[src/rtl/mat_result_writer_pkg.sv]
// Shared types and constants for the matrix result write-back stage.
package mat_result_writer_pkg;

  typedef enum logic [1:0] {
    IDLE,
    DRAIN,
    STATUS,
    DONE
  } wr_state_t;

  typedef enum logic [3:0] {
    NONE      = 4'd0,
    ADD       = 4'd1,
    SUB       = 4'd2,
    MUL       = 4'd3,
    TRANSPOSE = 4'd4
  } op_t;

  localparam int ST_NAN       = 0;
  localparam int ST_OVF       = 1;
  localparam int ST_UNF       = 2;
  localparam int ST_OVR       = 3;
  localparam int STATUS_SHIFT = 4;

  // Op/status word layout: flags sit above the 4-bit op field.
  function automatic logic [7:0] make_status_word(input logic [3:0] flags, input op_t op);
    logic [7:0] word;
    word = 8'(flags) << STATUS_SHIFT;
    word[3:0] = op;
    return word;
  endfunction

endpackage

[src/rtl/mat_result_writer_if.sv]
// Result stream from the FP pipeline plus the result-memory write port.
interface mat_result_writer_if #(
  parameter int ADDR_WIDTH = 12,
  parameter int DATA_WIDTH = 32
);

  logic                  res_valid;
  logic [DATA_WIDTH-1:0] res_data;
  logic [2:0]            res_flags;
  logic                  res_ready;

  logic                  mem_ready;
  logic                  mem_write;
  logic [ADDR_WIDTH-1:0] mem_addr;
  logic [DATA_WIDTH-1:0] mem_data;

  modport master (
    output res_valid, res_data, res_flags, mem_ready,
    input  res_ready, mem_write, mem_addr, mem_data
  );

  modport slave (
    input  res_valid, res_data, res_flags, mem_ready,
    output res_ready, mem_write, mem_addr, mem_data
  );

endinterface

[src/rtl/mat_result_writer_fifo.sv]
// Registered synchronous FIFO; pointers carry an extra wrap bit to tell full from empty.
module sync_fifo #(
  parameter int WIDTH = 32,
  parameter int DEPTH = 8
) (
  input  logic             clock,
  input  logic             reset,
  input  logic             push,
  input  logic             pop,
  input  logic [WIDTH-1:0] wdata,
  output logic [WIDTH-1:0] rdata,
  output logic             full,
  output logic             empty
);

  localparam int AW = $clog2(DEPTH);

  logic [AW:0]      wr_ptr;
  logic [AW:0]      rd_ptr;
  logic [WIDTH-1:0] mem [DEPTH];
  logic             do_push;
  logic             do_pop;

  assign do_push = push && !full;
  assign do_pop  = pop && !empty;

  always_ff @(posedge clock or posedge reset) begin
    if (reset) begin
      wr_ptr <= '0;
      rd_ptr <= '0;
    end else begin
      if (do_push) wr_ptr <= wr_ptr + (AW + 1)'(1);
      if (do_pop)  rd_ptr <= rd_ptr + (AW + 1)'(1);
    end
  end

  always_ff @(posedge clock) begin
    if (do_push) mem[wr_ptr[AW-1:0]] <= wdata;
  end

  assign rdata = mem[rd_ptr[AW-1:0]];
  assign empty = (wr_ptr == rd_ptr);
  assign full  = (wr_ptr[AW] != rd_ptr[AW]) && (wr_ptr[AW-1:0] == rd_ptr[AW-1:0]);

endmodule

[src/rtl/mat_result_writer.sv]
// Write-back stage: buffers FP results, writes them row-major to result memory,
// then writes the op/status word and pulses done.
module mat_result_writer
  import mat_result_writer_pkg::*;
#(
  parameter int ADDR_WIDTH = 12,
  parameter int DATA_WIDTH = 32,
  parameter int DIM_WIDTH  = 6,
  parameter int FIFO_DEPTH = 8,
  parameter int RES_BASE   = 999,
  parameter int OP_ADDR    = 999
) (
  input  logic                 clock,
  input  logic                 reset,
  input  logic                 start,
  input  logic [DIM_WIDTH-1:0] dim1,
  input  logic [DIM_WIDTH-1:0] dim2,
  mat_result_writer_if.slave   bus,
  output logic                 busy,
  output logic                 done,
  output logic [3:0]           status
);

  localparam logic [ADDR_WIDTH-1:0] RES_BASE_A = ADDR_WIDTH'(RES_BASE);
  localparam logic [ADDR_WIDTH-1:0] OP_ADDR_A  = ADDR_WIDTH'(OP_ADDR);

  wr_state_t state;
  wr_state_t state_next;

  logic [2*DIM_WIDTH-1:0] product;
  logic [ADDR_WIDTH-1:0]  total_in;
  logic [ADDR_WIDTH-1:0]  total;
  logic [ADDR_WIDTH-1:0]  acc_cnt;
  logic [ADDR_WIDTH-1:0]  wr_cnt;
  logic [3:0]             status_next;
  logic [3:0]             status_snap;

  logic                   res_ready;
  logic                   mem_write;
  logic [ADDR_WIDTH-1:0]  mem_addr;
  logic [DATA_WIDTH-1:0]  mem_data;
  logic                   push;
  logic                   pop;
  logic                   fifo_full;
  logic                   fifo_empty;
  logic [DATA_WIDTH-1:0]  fifo_head;

  assign product  = (2*DIM_WIDTH)'(dim1) * (2*DIM_WIDTH)'(dim2);
  assign total_in = ADDR_WIDTH'(product);
  assign push     = bus.res_valid && res_ready;

  // No flush port is needed: a job only leaves DRAIN once every accepted element
  // has been written, so the FIFO is always empty whenever the writer is IDLE.
  sync_fifo #(
    .WIDTH (DATA_WIDTH),
    .DEPTH (FIFO_DEPTH)
  ) u_fifo (
    .clock (clock),
    .reset (reset),
    .push  (push),
    .pop   (pop),
    .wdata (bus.res_data),
    .rdata (fifo_head),
    .full  (fifo_full),
    .empty (fifo_empty)
  );

  always_ff @(posedge clock or posedge reset) begin
    if (reset) state <= IDLE;
    else       state <= state_next;
  end

  always_comb begin
    state_next = state;
    res_ready  = 1'b0;
    mem_write  = 1'b0;
    mem_addr   = '0;
    mem_data   = '0;
    pop        = 1'b0;
    case (state)
      IDLE: begin
        if (start) state_next = (total_in == '0) ? STATUS : DRAIN;
      end
      DRAIN: begin
        res_ready = !fifo_full && (acc_cnt < total);
        mem_write = !fifo_empty;
        mem_addr  = RES_BASE_A + wr_cnt;
        mem_data  = fifo_head;
        pop       = mem_write && bus.mem_ready;
        if (wr_cnt == total) state_next = STATUS;
      end
      STATUS: begin
        mem_write = 1'b1;
        mem_addr  = OP_ADDR_A;
        mem_data  = DATA_WIDTH'(make_status_word(status_snap, NONE));
        if (bus.mem_ready) state_next = DONE;
      end
      DONE: begin
        state_next = IDLE;
      end
      default: state_next = IDLE;
    endcase
  end

  always_comb begin
    status_next = status;
    if (push) begin
      status_next[ST_NAN] = status[ST_NAN] | bus.res_flags[0];
      status_next[ST_OVF] = status[ST_OVF] | bus.res_flags[1];
      status_next[ST_UNF] = status[ST_UNF] | bus.res_flags[2];
    end
    if (bus.res_valid && !res_ready) status_next[ST_OVR] = 1'b1;
  end

  // The status word is frozen on entry to STATUS so mem_data stays stable while the
  // write waits for mem_ready, even if late overruns keep updating the live flags.
  always_ff @(posedge clock or posedge reset) begin
    if (reset) begin
      total       <= '0;
      acc_cnt     <= '0;
      wr_cnt      <= '0;
      status      <= '0;
      status_snap <= '0;
    end else if (state == IDLE && start) begin
      total       <= total_in;
      acc_cnt     <= '0;
      wr_cnt      <= '0;
      status      <= '0;
      status_snap <= '0;
    end else begin
      status <= status_next;
      if (push) acc_cnt <= acc_cnt + ADDR_WIDTH'(1);
      if (pop)  wr_cnt  <= wr_cnt + ADDR_WIDTH'(1);
      if (state == DRAIN && state_next == STATUS) status_snap <= status_next;
    end
  end

  assign bus.res_ready = res_ready;
  assign bus.mem_write = mem_write;
  assign bus.mem_addr  = mem_addr;
  assign bus.mem_data  = mem_data;
  assign busy          = (state != IDLE);
  assign done          = (state == DONE);

endmodule

[src/flat_wrapper.sv]
// flat-port wrapper written by rule: the top's interface ports become plain ports
module mat_result_writer_flat import mat_result_writer_pkg::*;
#(
  parameter int ADDR_WIDTH = 12,
  parameter int DATA_WIDTH = 32,
  parameter int DIM_WIDTH  = 6,
  parameter int FIFO_DEPTH = 8,
  parameter int RES_BASE   = 999,
  parameter int OP_ADDR    = 999
)
  (clock, reset, start, dim1, dim2, busy, done, status, bus_res_valid, bus_res_data, bus_res_flags, bus_mem_ready, bus_res_ready, bus_mem_write, bus_mem_addr, bus_mem_data);
  mat_result_writer_if #(.ADDR_WIDTH(ADDR_WIDTH), .DATA_WIDTH(DATA_WIDTH)) bus_i ();
  input  logic clock;
  input  logic reset;
  input  logic start;
  input  logic [DIM_WIDTH-1:0] dim1;
  input  logic [DIM_WIDTH-1:0] dim2;
  output logic busy;
  output logic done;
  output logic [3:0] status;
  input wire logic [$bits(bus_i.res_valid)-1:0] bus_res_valid;
  input wire logic [$bits(bus_i.res_data)-1:0] bus_res_data;
  input wire logic [$bits(bus_i.res_flags)-1:0] bus_res_flags;
  input wire logic [$bits(bus_i.mem_ready)-1:0] bus_mem_ready;
  output wire logic [$bits(bus_i.res_ready)-1:0] bus_res_ready;
  output wire logic [$bits(bus_i.mem_write)-1:0] bus_mem_write;
  output wire logic [$bits(bus_i.mem_addr)-1:0] bus_mem_addr;
  output wire logic [$bits(bus_i.mem_data)-1:0] bus_mem_data;
  assign bus_i.res_valid = bus_res_valid;
  assign bus_i.res_data = bus_res_data;
  assign bus_i.res_flags = bus_res_flags;
  assign bus_i.mem_ready = bus_mem_ready;
  assign bus_res_ready = bus_i.res_ready;
  assign bus_mem_write = bus_i.mem_write;
  assign bus_mem_addr = bus_i.mem_addr;
  assign bus_mem_data = bus_i.mem_data;
  mat_result_writer #(.ADDR_WIDTH(ADDR_WIDTH), .DATA_WIDTH(DATA_WIDTH), .DIM_WIDTH(DIM_WIDTH), .FIFO_DEPTH(FIFO_DEPTH), .RES_BASE(RES_BASE), .OP_ADDR(OP_ADDR)) u_core (.clock(clock), .reset(reset), .start(start), .dim1(dim1), .dim2(dim2), .bus(bus_i), .busy(busy), .done(done), .status(status));
endmodule
[config.mk]
export PLATFORM = sky130hd
export DESIGN_NAME = mat_result_writer_flat
export DESIGN_NICKNAME = d
export VERILOG_FILES = /design/src/rtl/mat_result_writer_pkg.sv /design/src/rtl/mat_result_writer_if.sv /design/src/rtl/mat_result_writer_fifo.sv /design/src/rtl/mat_result_writer.sv /design/src/flat_wrapper.sv
export SDC_FILE = /design/constraint.sdc
export NUM_CORES = 1
export LEC_CHECK = 0
export ABC_AREA = 1
export BUFFER_PORTS_ARGS = -buffer_cell sky130_fd_sc_hd__buf_2
export CORE_ASPECT_RATIO = 1.75
export CORE_MARGIN = 2
export CORE_UTILIZATION = 60
export CTS_CLUSTER_DIAMETER = 30
export DETAILED_ROUTE_END_ITERATION = 10
export GPL_TIMING_DRIVEN = 0
export PLACE_DENSITY = 0.84
export SYNTH_ARGS = -nofsm -noshare
export SYNTH_HDL_FRONTEND = slang
export SYNTH_SLANG_ARGS = --single-unit
[constraint.sdc]
create_clock -name clock -period 4.1 [get_ports clock]
set_clock_uncertainty 0.15 [all_clocks]
set_input_delay 0.615 -clock clock [delete_from_list [all_inputs] [get_ports clock]]
set_output_delay 0.615 -clock clock [all_outputs]
set_load 0.02 [all_outputs]
* Word level (Yosys, flattened, before mapping)
Memory sizes are Yosys's and may differ from the RTL's.
Index checks and enable logic that the tools add are counted.
W data, S select, Z words.
** Storage, ports and cells
- Register bits :: 54
- Bits in latches :: 0
- Bits in writable memories :: 256
- Memory bits (read-only) :: 0
- Input bits :: 52
- Output and inout bits :: 52
- Logic and storage cells :: 66
- Memories :: 1
** Memory list
- u_core.u_fifo.mem :: words 8, width 32, rd ports 1, clocked after Yosys merged registers in 0, wr ports 1, line mat_result_writer_fifo.sv:20 : logic [WIDTH-1:0] mem [DEPTH];
** Operators by class
- $add $sub $neg :: 5
- Multiply operators :: 1
- Divide/modulo/power cells :: 0
- $lt $le $gt $ge :: 1
- Equal/unequal tests :: 8
- Shifts and indexed selects :: 0
- Mux-type cells :: 21
- Bitwise gates (word level) :: 3
- Reductions and logical operators :: 18
** Operator list (number)
- $pmux W32 S2 :: 1
- $mux W12 :: 4
- $add A12 B1 Y12 const B :: 2
- $pmux W12 S2 :: 1
- $add A10 B12 Y12 const A :: 1
- $eq A12 B12 Y1 :: 1
- $logic_not A12 Y1 :: 1
- $lt A12 B12 Y1 :: 1
- $mul A6 B6 Y12 :: 1
- $mux W4 :: 3
- $logic_and A1 B1 Y1 :: 9
- $add A4 B1 Y4 const B :: 2
- $mux W2 :: 4
- $pmux W2 S4 :: 1
- $reduce_bool A2 Y1 :: 4
- $eq A2 B2 Y1 const B :: 3
- $mux W1 :: 5
- $eq A4 B4 Y1 :: 1
- $eq A3 B3 Y1 :: 1
- $logic_not A1 Y1 :: 3
- $mux W3 :: 1
- $or A1 B1 Y1 :: 3
- $eq A2 B1 Y1 const B :: 1
- $logic_not A2 Y1 :: 1
- other kinds (2) :: 2

* Longest topological paths before layout
- Depth after elaboration :: 10
- Mapped depth :: 24
- Depth with buffers taken out :: 24

* Cells and area by module
A second synthesis with hierarchy kept.
** Second synthesis, totals
- Cell total of the unflattened synthesis :: 1465
- Area total of the unflattened synthesis :: 14990.6 µm²
** Modules (own cells, without submodules)
- sync_fifo :: times used 1, cells an instance 810, area an instance 10556.4 µm², sequential area each 7887.6 µm²
- mat_result_writer :: times used 1, cells an instance 655, area an instance 4434.3 µm², sequential area each 1151.1 µm²

* Worst setup path after synthesis
Ideal clock, no wire load.
- Path type :: input-to-reg
- Start :: input port dim1[2]
- End :: register u_core.status_snap[0]
- Library setup time :: 0.118 ns
- Arrival time :: 3.763 ns
- Data required time :: 3.832 ns
- Slack :: 0.069 ns
- Stages :: 22
- Path buffers :: 0
- Cells stage by stage :: nand2_1 > fa_1 > inv_1 > fa_1 > inv_1 > fa_1 > inv_1 > ha_1 > nand2_1 > nand2_1 > a21oi_1 > nand2_1 > nand2_1 > nand2_1 > nor2_1 > nand2_1 > nand2_1 > nand2_1 > nand2_1 > nand3_1 > nand3_1 > nand2_1
** On the way
- Longest elaborated chain between the ends :: 8
** Ends and longest elaborated chain
- from (decl) :: line flat_wrapper.sv:16 : input logic [DIM_WIDTH-1:0] dim1;
- $mul A6 B6 Y12 :: line mat_result_writer.sv:48 : assign product = (2*DIM_WIDTH)'(dim1) * (2*DIM_WIDTH)'(dim2);
- $logic_not A12 Y1 :: line mat_result_writer.sv:82 : if (start) state_next = (total_in == '0) ? STATUS : DRAIN;
- $mux W2 (2 in series) :: line mat_result_writer.sv:82
- $pmux W2 S4 :: line mat_result_writer.sv:80 : case (state)
- $eq A2 B2 Y1 :: line mat_result_writer.sv:134 : if (state == DRAIN && state_next == STATUS) status_snap <= status_next;
- $logic_and A1 B1 Y1 :: line mat_result_writer.sv:134
- $reduce_bool A2 Y1 (no line)
- to (signal assigned) :: line mat_result_writer.sv:134
- to (decl) :: line mat_result_writer.sv:36 : logic [3:0] status_snap;
No other way between the ends.
A chain may end at the register's enable or synchronous reset.

* Worst setup path in the final report
- Start :: input port dim1[3]
- End :: register u_core.status_snap[2]
** On the way
- Longest elaborated chain between the ends :: 8
** Ends and longest elaborated chain
- $mul A6 B6 Y12 :: line mat_result_writer.sv:48
- $logic_not A12 Y1 :: line mat_result_writer.sv:82
- $mux W2 (2 in series) :: line mat_result_writer.sv:82
- $pmux W2 S4 :: line mat_result_writer.sv:80
- named net u_core.state_next[1] :: line mat_result_writer.sv:28 : wr_state_t state_next;
- $eq A2 B2 Y1 :: line mat_result_writer.sv:134
- $logic_and A1 B1 Y1 :: line mat_result_writer.sv:134
- $reduce_bool A2 Y1 (no line)
The timed path passes the listed nets, and every way through them passes these cells.

==> impl_metrics.py <==
metrics = {
    "final_layout": {
        "fill_cells": 1614,
        "layout-drive-gt1-share": 0.1429,
        "final_cells": 1862,
        "area_growth_pct": 15.85,
        "final_nets": 1638,
        "postLayoutCoreUtil": 0.7047,
    },
    "yosys": {
        "synth_top_family_by_area": "simple AND/OR/NAND/NOR gates",
        "muxShareOfSynthArea": 0,
        "synth_simple_gate_area_frac": 0.1450,
        "synth_compound_area_frac": 0.1108,
        "synthArstFlopShare": 0.1742,
        "synth_area_um2": 14500,
        "yosys_warnings": 0,
        "synth_ff_type": "edfxtp_1",
        "netlist_instances": 1381,
        "synth_xor_area_frac": 0.01148,
        "synth-seq-cells": 310,
        "synth-seq-area-share": 0.6235,
        "synth_edf_count": 256,
        "synth_fp_nets": 1491,
        "synth_fa_ha_area_frac": 0.05886,
        "syn_avg_cell_area_um2": 10.50,
        "synth_cell_types": 41,
    },
    "min_path": {
        "hold_path_class": "in -> reg",
        "hold_path_depth": 1,
    },
    "die": {
        "core-area_um2": 23840,
        "die_h_um": 209.6,
        "die-width_um": 121.5,
        "rows": 75,
        "design.die.area_um2": 25470,
        "initial_core_util": 0.6082,
        "io_pins": 104,
    },
    "global_route": {
        "grt_max_degree": 35,
        "grt_pass1_vias": 11499,
        "grt_remaining_overflow": 0,
        "grt.total_usage": 0.3011,
        "grt_pass1_wl_um": 58260,
        "antenna_found_initial": 2,
    },
    "route": {
        "wire_per_inst_um": 20.52,
        "avgViaCountPerCell": 6.088,
        "postRouteAntennaNets": 0,
        "drt_wl_total_um": 38200,
        "num_vias": 11336,
        "drt_iter0_drc": 1423,
        "dr.pass1.iters": 7,
        "drc": 0,
    },
    "timing": {
        "setup_tns_ns": 0,
        "fin_crit_sh": 0.9566,
        "setup_viol": 0,
        "rsz0062_at_grt": "yes",
        "relSlewSlack": 0.4804,
        "clock.fmax_ghz": 0.2550,
        "setup_ws_ns": 0.1780,
        "drv_slew": 0,
        "period_minus_slack_ns": 3.922,
        "hold_viol": 0,
        "tightest_slew_ns": 0.7794,
    },
    "worst_setup_path": {
        "start_kind": "input pin",
        "critPathArrivalTime_ns": 4.30,
        "worst-path-max-fanout": 6,
        "worst_setup_path_end_kind": "register",
        "timing.reg2reg.worst_path_depth": 12,
        "worstPathRequired_ns": 4.47,
        "critPathKind": "in -> reg",
    },
    "place": {
        "dp_hpwl_um": 25790,
        "placed_cells": 1801,
        "dp_slack_ns": -0.6163,
        "io_buffers": 103,
        "gp_congestion": 0.9880,
    },
    "clocking": {
        "numCtsBuffers": 31,
        "cts_max_level": 1,
        "clockRootBuffer": "clkbuf_16",
        "clkTransAtPathRegs_ns": 0.06,
        "cts.path.max_buffers": 3,
        "clkSinkCount": 310,
        "cts_tree": "built",
        "clock_latency_ns": 0.59,
    },
    "power_and_ir_drop": {
        "power_leakage_nw": 6.739,
        "ir_worst_vdd_mv": 0.5100,
        "powerDensity_nw_per_um2": 679.8,
    },
    "run": {
        "maxCapViolCount": 0,
    },
    "status": {
        "status": "finished clean",
    },
}
## stage by stage
step                area [µm²]  total power [mW]  hold slack (ns)
finish                   16800             11.42           0.1376
global route             16790             11.93           0.1385
CTS                      16700             11.22           0.1228
detailed placement       15660             8.411           0.3449
global placement         15400             8.166           0.3259
floorplan                14500             6.811           0.3117
## placed cells by master (no fill, tap or decap), drive strengths merged
cell type / n
diode: 1
nor3: 17
a211oi: 1
nand3b: 3
o211ai: 1
dfrtp: 54
a21oi: 30
clkinvlp: 3
buf: 122
o22ai: 28
fa: 17
edfxtp: 256
nand2: 198
a31oi: 28
inv: 136
dlygate4sd3: 1
clkbuf: 86
ha: 41
o31ai: 3
xor2: 8
and3: 2
clkinv: 13
o221ai: 8
o21a: 1
nand3: 33
bufinv: 1
nor2: 241
or2: 1
xnor2: 11
o21ai: 195
nand4: 13
nor4: 1
## per-layer routing
layer | share of wire | up-vias | global-route usage
li1 | - | 5063 | -
met1 | 0.31 | 5393 | 0.2993
met2 | 0.53 | 691 | 0.5498
met3 | 0.081 | 187 | 0.05326
met4 | 0.070 | 2 | 0.2168
met5 | 0.00018 | - | 0
## critical path, stage by stage
cell      delay [ns]
clkbuf_4        0.14
nand2_1         0.07
inv_1           0.05
fa_1            0.53
fa_1            0.55
inv_1           0.06
fa_1            0.53
inv_1           0.06
ha_4            0.26
nand2_1         0.06
nand2_1         0.06
inv_1           0.07
nand2_1         0.08
nand2_1         0.09
nand2_1         0.05
nand2_1         0.07
nand2_2         0.08
nor2_1          0.12
nand2_2         0.12
nand2_2         0.09
nand2_1         0.08
nand2_2         0.13
buf_4           0.14
nand4_1         0.11
nand2_1         0.08
## final timing paths
check / slack, ns / from / endpoint
max in group asynchronous: 2.78 / reset / u_core.total[8]
min in group asynchronous: 0.44 / reset / u_core.status[3]
setup / recovery: 0.18 / dim1[3] / u_core.status_snap[2]
setup reg to reg: 0.66 / u_core.state[1] / u_core.u_fifo.mem[4][2]
hold / removal: 0.14 / bus_res_data[10] / u_core.u_fifo.mem[6][10]
hold reg to reg: 0.36 / u_core.status_snap[0] / u_core.status_snap[0]
## Yosys cell counts (6+ instances only)
cell      instances  area, µm²
xnor2_1          11      96.34
nand2_1         192      720.7
buf_2             6      30.03
a21oi_1          26      130.1
o21ai_0         194      970.9
xor2_1            8      70.07
nor2_1          238      893.4
ha_1             41      513.0
o22ai_1          28      175.2
dfrtp_1          54       1351
nor3_1           12      60.06
nand2_2           6      37.54
o221ai_1          8      70.07
clkbuf_1         49      183.9
edfxtp_1        256       7687
nand4_1          13      81.33
fa_1             17      340.3
a31oi_1          28      175.2
nand3_1          32      160.2
inv_1           124      465.5
## repair_timing
action                     in CTS  in global routing
hold buffers                    1                  0
setup buffers                   0                  1
resized for setup               3                 23
hold endpoints to repair       20                  0
pin swaps                       0                  5
cloned                          0                  0
setup endpoints to repair      18                 31
## area by class of cell
cell class	instances	area [µm²]	share of cell area
diodes	1	2.502	0.0001490
plain buffers	62	255.2	0.01520
clock buffers	33	783.3	0.04663
clock inverters	25	239.0	0.01423
inverters	128	481.7	0.02868
multi-input cells	881	4860	0.2893
flip-flops and latches	310	9039	0.5381
well taps	308	385.4	0.02294
repair buffers	114	750.7	0.04470
## registers in the layout, indices dropped and copies added (netlist names)
| signal | cells |
|---|---|
| u_core.u_fifo.mem | 256 |
| u_core.acc_cnt | 12 |
| u_core.total | 12 |
| u_core.wr_cnt | 12 |
| u_core.status | 4 |
| u_core.status_snap | 4 |
| u_core.u_fifo.rd_ptr | 4 |
| u_core.u_fifo.wr_ptr | 4 |
| u_core.state | 2 |
## kinds of logic after synthesis
logic type,Yosys count
buffers and inverters,190
and+or+nand+nor,509
DFF,310
AOI/OAI and AO/OA,295
adders and majority gates,58
xor gates and xnor gates,19
## power breakdown
part	internal (mW)	switching, mW	leakage [nW]
sequential	3.80	0.235	3.02
clock	1.51	1.29	0.497
combinational	1.34	3.25	3.23
(Power assumes the default switching activity.)
